===== config.mk =====
export PLATFORM = sky130hd
export DESIGN_NAME = ex_wb_skid_stage
export DESIGN_NICKNAME = d
export VERILOG_FILES = /design/src/rtl/ex_wb_pkg.sv /design/src/rtl/ex_wb_skid_stage_stall_counter.sv /design/src/rtl/ex_wb_skid_stage.sv
export SDC_FILE = /design/constraint.sdc
export NUM_CORES = 1
export LEC_CHECK = 0
export BUFFER_PORTS_ARGS = -buffer_cell sky130_fd_sc_hd__clkbuf_2
export CAP_MARGIN = 20
export CORE_MARGIN = 5
export CORE_UTILIZATION = 32
export DETAILED_ROUTE_END_ITERATION = 8
export PLACE_DENSITY = 0.54
export REMOVE_ABC_BUFFERS = 1
export SLEW_MARGIN = 20
export SYNTH_ARGS = -nofsm -noshare
export SYNTH_HDL_FRONTEND = slang
export SYNTH_SLANG_ARGS = --single-unit

===== constraint.sdc =====
create_clock -name clk -period 3.2 [get_ports clk]
set_input_delay 0.64 -clock clk [delete_from_list [all_inputs] [get_ports clk]]
set_output_delay 0.64 -clock clk [all_outputs]
set_load 0.02 [all_outputs]

===== src/rtl/ex_wb_pkg.sv =====
`default_nettype none
// ============================================================================
//  Module   : ex_wb_pkg
//  Purpose  : Shared types for the EX->WB skid stage: occupancy state
//             encoding, the payload carried from EX to WB, and the
//             write-back result select helper.
//  Revision : 1.0  initial release
// ============================================================================
package ex_wb_pkg;

   // Payload field widths; the stage parameters default to these values
   localparam int PAYLOAD_DATA_W = 8;
   localparam int PAYLOAD_REG_AW = 3;

   // Occupancy of the two-slot stage (EMPTY / main only / main + skid)
   typedef enum logic [1:0] {
      ST_EMPTY = 2'd0,
      ST_ONE   = 2'd1,
      ST_TWO   = 2'd2
   } stage_state_e;

   // One EX->WB entry as held in either slot
   typedef struct packed {
      logic [PAYLOAD_REG_AW-1:0] rs1;
      logic [PAYLOAD_REG_AW-1:0] rs2;
      logic [PAYLOAD_REG_AW-1:0] rd;
      logic [PAYLOAD_DATA_W-1:0] ext_data;
      logic [PAYLOAD_DATA_W-1:0] aluout;
      logic                      regwrite;
      logic                      wbsel;
   } ex_wb_payload_t;

   // Write-back result: external/load data when wbsel is set, else ALU result
   function automatic logic [PAYLOAD_DATA_W-1:0] wb_select(input ex_wb_payload_t p);
      return p.wbsel ? p.ext_data : p.aluout;
   endfunction

endpackage : ex_wb_pkg
`default_nettype wire


===== src/rtl/ex_wb_skid_stage_stall_counter.sv =====
`default_nettype none
// ============================================================================
//  Module   : wb_stall_counter
//  Purpose  : Saturating up-counter with enable and asynchronous reset.
//             Counts back-pressure cycles for debug; sticks at all-ones.
//  Revision : 1.0  initial release
// ============================================================================
module wb_stall_counter #(
   parameter int CNT_W = 16
) (
   input  logic             clk,
   input  logic             rst,
   input  logic             en,
   output logic [CNT_W-1:0] count
);

   localparam logic [CNT_W-1:0] c_cnt_max = {CNT_W{1'b1}};
   localparam logic [CNT_W-1:0] c_cnt_one = {{(CNT_W-1){1'b0}}, 1'b1};

   logic [CNT_W-1:0] r_count;

   // Increment while enabled, hold once saturated; only reset clears it
   always_ff @(posedge clk or posedge rst) begin
      if (rst) begin
         r_count <= '0;
      end else if (en && (r_count != c_cnt_max)) begin
         r_count <= r_count + c_cnt_one;
      end
   end

   assign count = r_count;

endmodule : wb_stall_counter
`default_nettype wire


===== src/rtl/ex_wb_skid_stage.sv =====
`default_nettype none
// ============================================================================
//  Module   : ex_wb_skid_stage
//  Purpose  : EX->WB pipeline boundary with valid/ready handshake, a
//             two-entry skid buffer (main + skid), synchronous flush, the
//             write-back result mux and a saturating back-pressure counter.
//             in_ready is registered so WB stalls never form a combinational
//             path back into EX.
//  Revision : 1.0  initial release
// ============================================================================
module ex_wb_skid_stage
   import ex_wb_pkg::*;
#(
   parameter int DATA_W      = PAYLOAD_DATA_W,
   parameter int REG_AW      = PAYLOAD_REG_AW,
   parameter bit ZERO_REG_WP = 1'b1,
   parameter int STALL_CNT_W = 16
) (
   input  logic                   clk,
   input  logic                   rst,
   input  logic                   flush,
   input  logic                   in_valid,
   output logic                   in_ready,
   input  logic [REG_AW-1:0]      rs1,
   input  logic [REG_AW-1:0]      rs2,
   input  logic [REG_AW-1:0]      rd,
   input  logic [DATA_W-1:0]      ext_data,
   input  logic [DATA_W-1:0]      aluout,
   input  logic                   regwrite,
   input  logic                   wbsel,
   output logic                   out_valid,
   input  logic                   out_ready,
   output logic [REG_AW-1:0]      rs1_out,
   output logic [REG_AW-1:0]      rs2_out,
   output logic [REG_AW-1:0]      rd_out,
   output logic [DATA_W-1:0]      ext_data_out,
   output logic [DATA_W-1:0]      aluout_out,
   output logic                   wbsel_out,
   output logic                   regwrite_out,
   output logic [DATA_W-1:0]      wb_data,
   output logic [STALL_CNT_W-1:0] stall_cnt
);

   // ------------------------------------------------------------------
   // Declarations
   // ------------------------------------------------------------------
   stage_state_e   r_state;
   stage_state_e   w_state_nxt;
   ex_wb_payload_t r_main;
   ex_wb_payload_t r_skid;
   ex_wb_payload_t w_in_payload;
   logic           r_in_ready;

   logic           w_main_valid;
   logic           w_accept;
   logic           w_consume;
   logic           w_load_main_in;
   logic           w_load_main_skid;
   logic           w_load_skid;
   logic           w_rd_is_zero;
   logic           w_stall_en;

   // Pack the EX inputs into one entry; only captured on accept
   assign w_in_payload = '{
      rs1:      rs1,
      rs2:      rs2,
      rd:       rd,
      ext_data: ext_data,
      aluout:   aluout,
      regwrite: regwrite,
      wbsel:    wbsel
   };

   // Slot valid bits are implied by the occupancy state
   assign w_main_valid = (r_state != ST_EMPTY);
   assign w_accept     = in_valid & r_in_ready;
   assign w_consume    = w_main_valid & out_ready;

   // ------------------------------------------------------------------
   // State register and registered in_ready
   // ------------------------------------------------------------------
   // in_ready for the next cycle is simply "skid will be empty"
   always_ff @(posedge clk or posedge rst) begin
      if (rst) begin
         r_state    <= ST_EMPTY;
         r_in_ready <= 1'b0;
      end else begin
         r_state    <= w_state_nxt;
         r_in_ready <= (w_state_nxt != ST_TWO);
      end
   end

   // ------------------------------------------------------------------
   // Next-state and slot load controls; flush overrides everything
   // ------------------------------------------------------------------
   // Decide occupancy transition and which slot (if any) loads
   always_comb begin
      w_state_nxt      = r_state;
      w_load_main_in   = 1'b0;
      w_load_main_skid = 1'b0;
      w_load_skid      = 1'b0;

      if (flush) begin
         w_state_nxt = ST_EMPTY;
      end else begin
         case (r_state)
            ST_EMPTY: begin
               if (w_accept) begin
                  w_load_main_in = 1'b1;
                  w_state_nxt    = ST_ONE;
               end
            end
            ST_ONE: begin
               if (w_accept && w_consume) begin
                  w_load_main_in = 1'b1;
               end else if (w_accept) begin
                  w_load_skid = 1'b1;
                  w_state_nxt = ST_TWO;
               end else if (w_consume) begin
                  w_state_nxt = ST_EMPTY;
               end
            end
            ST_TWO: begin
               // in_ready is low here, so only a consume can move us
               if (w_consume) begin
                  w_load_main_skid = 1'b1;
                  w_state_nxt      = ST_ONE;
               end
            end
            default: begin
               w_state_nxt = ST_EMPTY;
            end
         endcase
      end
   end

   // ------------------------------------------------------------------
   // Payload slots (stale after flush; outputs are qualified by valid)
   // ------------------------------------------------------------------
   // Main reloads from input or from skid; skid only ever loads from input
   always_ff @(posedge clk or posedge rst) begin
      if (rst) begin
         r_main <= '0;
         r_skid <= '0;
      end else begin
         if (w_load_main_in) begin
            r_main <= w_in_payload;
         end else if (w_load_main_skid) begin
            r_main <= r_skid;
         end
         if (w_load_skid) begin
            r_skid <= w_in_payload;
         end
      end
   end

   // ------------------------------------------------------------------
   // Outputs
   // ------------------------------------------------------------------
   assign w_rd_is_zero = (r_main.rd == '0);

   // Drive head entry, qualified write enable and write-back result
   always_comb begin
      in_ready     = r_in_ready;
      out_valid    = w_main_valid;
      rs1_out      = r_main.rs1;
      rs2_out      = r_main.rs2;
      rd_out       = r_main.rd;
      ext_data_out = r_main.ext_data;
      aluout_out   = r_main.aluout;
      wbsel_out    = r_main.wbsel;
      wb_data      = wb_select(r_main);
      regwrite_out = w_main_valid & r_main.regwrite & ~(ZERO_REG_WP & w_rd_is_zero);
   end

   // ------------------------------------------------------------------
   // Back-pressure debug counter
   // ------------------------------------------------------------------
   assign w_stall_en = w_main_valid & ~out_ready;

   wb_stall_counter #(
      .CNT_W (STALL_CNT_W)
   ) u_stall_counter (
      .clk   (clk),
      .rst   (rst),
      .en    (w_stall_en),
      .count (stall_cnt)
   );

endmodule : ex_wb_skid_stage
`default_nettype wire


* After elaboration in Yosys (flattened, before gate mapping) *
Cells that the tools add are included.

storage, ports and cells
  logic and storage cells = 55
  output and inout port bits = 53
  bits of input ports = 32
  register bits = 73

cells by class
  reduce and logical (&&, ||, !) cells = 6
  $add $sub $neg = 1
  bitwise gates (word level) = 7
  muxes and demuxes = 20
  equality and inequality tests = 4

operator list
  kind                                                              count
  27-bit 2-to-1 mux                                                 2
  16-bit by 1-bit adder with 16-bit output (second input constant)  1
  16-bit inequality test (second input constant)                    1
  2-bit 2-to-1 mux                                                  6
  1-bit 2-to-1 mux                                                  9
  8-bit 2-to-1 mux                                                  1
  2-bit case mux with 3 select lines                                1
  1-bit AND                                                         5
  2-bit nonzero test                                                2
  3-bit zero test                                                   1
  2-bit by 1-bit == test with 1-bit output (second input constant)  1
  2-bit == test (second input constant)                             1
  1-bit logical AND                                                 2
  2-bit zero test                                                   1
  2-bit inequality test (second input constant)                     1
  1-bit NOT                                                         2
  1-bit case mux with 2 select lines                                1

* Logic depth before layout (Yosys ltp) *
  word-level depth = 8
  depth in mapped cells = 6

* Hierarchy *
Synthesis repeated with hierarchy kept, for this count alone.

second synthesis, totals
  cell total of the unflattened synthesis = 270
  area, all modules = 3793.6 µm²

by module, submodules not included
  module            area each (µm²)  cells an instance  sequential area each (µm²)  instances
  ex_wb_skid_stage  2987.9           199                1426.4                      1
  wb_stall_counter  805.8            71                 400.4                       1

* Least setup slack after synthesis *
OpenSTA, ideal clock, no wires.

  path type = register to output
  start = reg r_main (netlist bit wbsel_out)
  end = out wb_data[0]
  required time = 2.560 ns
  path slack = 1.376 ns
  cell stages (with the launch flop) = 3
  arrival = 1.184 ns
  path through = dfrtp_1 > clkbuf_1 > mux2_2

between the ends
  longest elaborated chain between the ends = 1

RTL lines
  what                      line                     text
  start: declaration        ex_wb_skid_stage.sv:49   ex_wb_payload_t r_main;
  start signal: assignment  ex_wb_skid_stage.sv:147  r_main <= w_in_payload;
  start signal: assignment  ex_wb_skid_stage.sv:149  r_main <= r_skid;
  8-bit 2-to-1 mux          ex_wb_pkg.sv:35          return p.wbsel ? p.ext_data : p.aluout;
  end: declaration          ex_wb_skid_stage.sv:40   output logic [DATA_W-1:0] wb_data,

No other way between the ends.

* Worst setup path after layout *
  start = reg r_main (netlist bit wbsel_out)
  end = out wb_data[7]

Same word-level chain as after synthesis.

==> flow_summary.toml <==
[status]
run_status = "finished clean"

[finish]
final_cell_mix = "84 x clkbuf_2, 73 x dfrtp_1, 36 x mux2_2, 27 x a22o_1, 27 x a21o_1"
layout_commonest_cell = "clkbuf_2"
nets = 370
num_antenna_cells = 0
seq_area_mm2 = 0.00183
multiInputGateArea_mm2 = 0.00138
drive_above_1_share_pct = 44.9
fin_area_mm2 = 0.00410
syn_to_final_growth_pct = 18.7
fill_cells = 1079

[clocking]
clkLatencyLatePin_ns = 0.34
htree_levels = 3
cts_resized = 0
clkSlewWorstSetupHoldPaths_ns = 0.09
cts_setup_buffers = 0
cts_tree = "built"
cts_sinks = 73
numCtsBuffers = 9
cts-root-buf = "clkbuf_8"
postCtsHoldBufs = 0
cts_max_path_buffers = 2

[timing]
setup-tns-final_ns = 0
rsz0062_at_grt = "no"
timing.fmax_mhz = 467
clock_skew_ns = 0.0136
finalCritPeriodShare_pct = 67.0
setup_viol = 0
final_max_slew_viol_count = 0
fin_crit_ns = 2.14
relSlewSlack_pct = 54.4
tightest_slew_ns = 0.678
hold_viol_final = 0

[worst_setup_path]
path_class = "reg -> out"
startpoint_type = "register"
cp_data_arrival_time_ns = 1.50
reg2reg_setup_slack_ns = 1.38
rr_worst_depth = 5
cp.required_ns = 2.56
timing.rr.end = "wbsel_out"
worst_setup_path_end_kind = "output pin"
cp_max_fo = 10
worstSetupStartpoint = "wbsel_out"
r2r_start = "r_state[1]"

[place]
port_buffers = 84
placed_area_mm2 = 0.00386
dp_hpwl_um = 5270
gp_congestion = 0.745

[global_route]
grt_pass1_vias = 2404
grt_max_degree = 34
grt_pass1_wl_um = 12600
track_usage_pct = 12.3
grt_overflow = 0
antenna_found_initial = 0

[logic_synthesis]
ys_seq_area_share_pct = 52.9
synth_top_area_cell = "dfrtp_1"
synth_area_per_cell_um2 = 12.7
ys_ff_latch = 73
ys_types = 36
ys.flop_type = "dfrtp_1"
synth-async-reset-ratio_pct = 100
synth_edf_count = 0
netlist_area_mm2 = 0.00345
synth_top_area_share_pct = 52.9
ys.warnings.count = 0
synthTopCellsByArea = "dfrtp_1 53%, mux2_2 12%, a22o_1 6.8%, a21o_1 5.9%, buf_4 5.7%"
synth_cells = 271

[hold_path]
hold_class = "in -> async"

[power]
power_density_mw_per_mm2 = 673
ir_worst_vdd_mv = 0.247
leakage_nw = 2.15

[detailed_routing]
ant_nets = 0
vias_per_cell = 4.86
wl_per_cell_um = 15.7
firstDrtPassIters = 4
num_vias = 2338
routed_wl_um = 7560
post-route-drc-count = 0
drt-initial-drc-count = 40

[floorplanning]
rows = 38
die_area_mm2 = 0.0130
io_pins = 85
chipHeight_um = 114
core-area_mm2 = 0.0107
start_util_pct = 32.3
die_x_um = 114

[job]
maxCapViolCount = 0
-- through the flow --
stage / power, mW / setup slack, ns / util (%) / hold WS [ns] / cells
6_report: 2.76 / 1.06 / 38.3 / 0.385 / 481
3_3_place_gp: 1.90 / 1.11 / 36.1 / 0.468 / 466
2_1_floorplan: 1.68 / 0.707 / - / 0.450 / 236
4_1_cts: 2.81 / 1.00 / 38.3 / 0.411 / 481
3_5_place_dp: 1.92 / 1.08 / 36.1 / 0.468 / 466
5_1_grt: 2.91 / 0.958 / 38.3 / 0.452 / 481
-- cell usage after synthesis, types with 2 or more instances --
library cell	number
inv_1	3
nor2b_1	2
nand4_1	5
buf_2	8
mux2_2	36
nor2_1	5
nand3_1	7
o21a_1	2
nor3_1	4
nor2_2	2
nor3b_1	3
xor2_1	10
nor4_1	3
nor4_4	2
a21o_1	27
buf_4	26
a22o_1	27
nand2_1	6
a21oi_1	2
dfrtp_1	73
xnor2_1	3
-- cell families (layout without fill, tap and decap cells) --
group           count (synthesis)  after routing  synth area share, %
xor+xnor                       13             13                 3.30
flops                          73             73                 52.9
simple gates                   47             47                 9.67
mux                            37             37                 12.2
buf+inv                        38            108                 7.24
compound gates                 62             62                 14.4
fa+ha+maj                       1              1                0.362
-- where the power goes --
group | internal [mW] | total [mW] | switching (mW)
Sequential | 1.12 | 1.28 | 0.158
Clock | 0.535 | 0.878 | 0.343
Combinational | 0.285 | 0.607 | 0.322
Total | 1.94 | 2.76 | 0.822
-- state kept, by name, summed over array words and instances, names as in the netlist --
signal / count
rs1_out: 3
u_stall_counter.count: 16
rd_out: 3
rs2_out: 3
wbsel_out: 1
r_state: 2
aluout_out: 8
ext_data_out: 8
r_main: 1
in_ready: 1
r_skid: 27
-- layout make-up --
type,instances,share of cell area [%]
clock buffer,10,3.36
multi-input combinational,160,33.7
clock inverter,5,2.53
inverter,3,0.275
tap,140,4.27
timing repair buffer,90,11.4
sequential,73,44.6
-- how the worst max path moves through the flow --
stage | to | slack (ns)
after detailed placement | aluout_out[1] | 1.08
after floorplan | aluout_out[0] | 0.71
after CTS | wb_data[4] | 1.00
final | wb_data[7] | 1.06
after global routing | wb_data[5] | 0.96
after global placement | aluout_out[5] | 1.11
-- routing by layer --
metal / share of wire [%] / global-route usage [%]
met4: 1.9 / 5.23
met2: 48 / 19.4
met5: 0 / 0
met3: 5.7 / 3.13
met1: 45 / 16.0
-- worst max-delay path, cell delays in order (launching register included) --
cell and delay [ns]:
dfrtp_1 0.63, mux2_2 0.39, clkbuf_2 0.15
No activity file was read; power rests on OpenSTA's default activity.
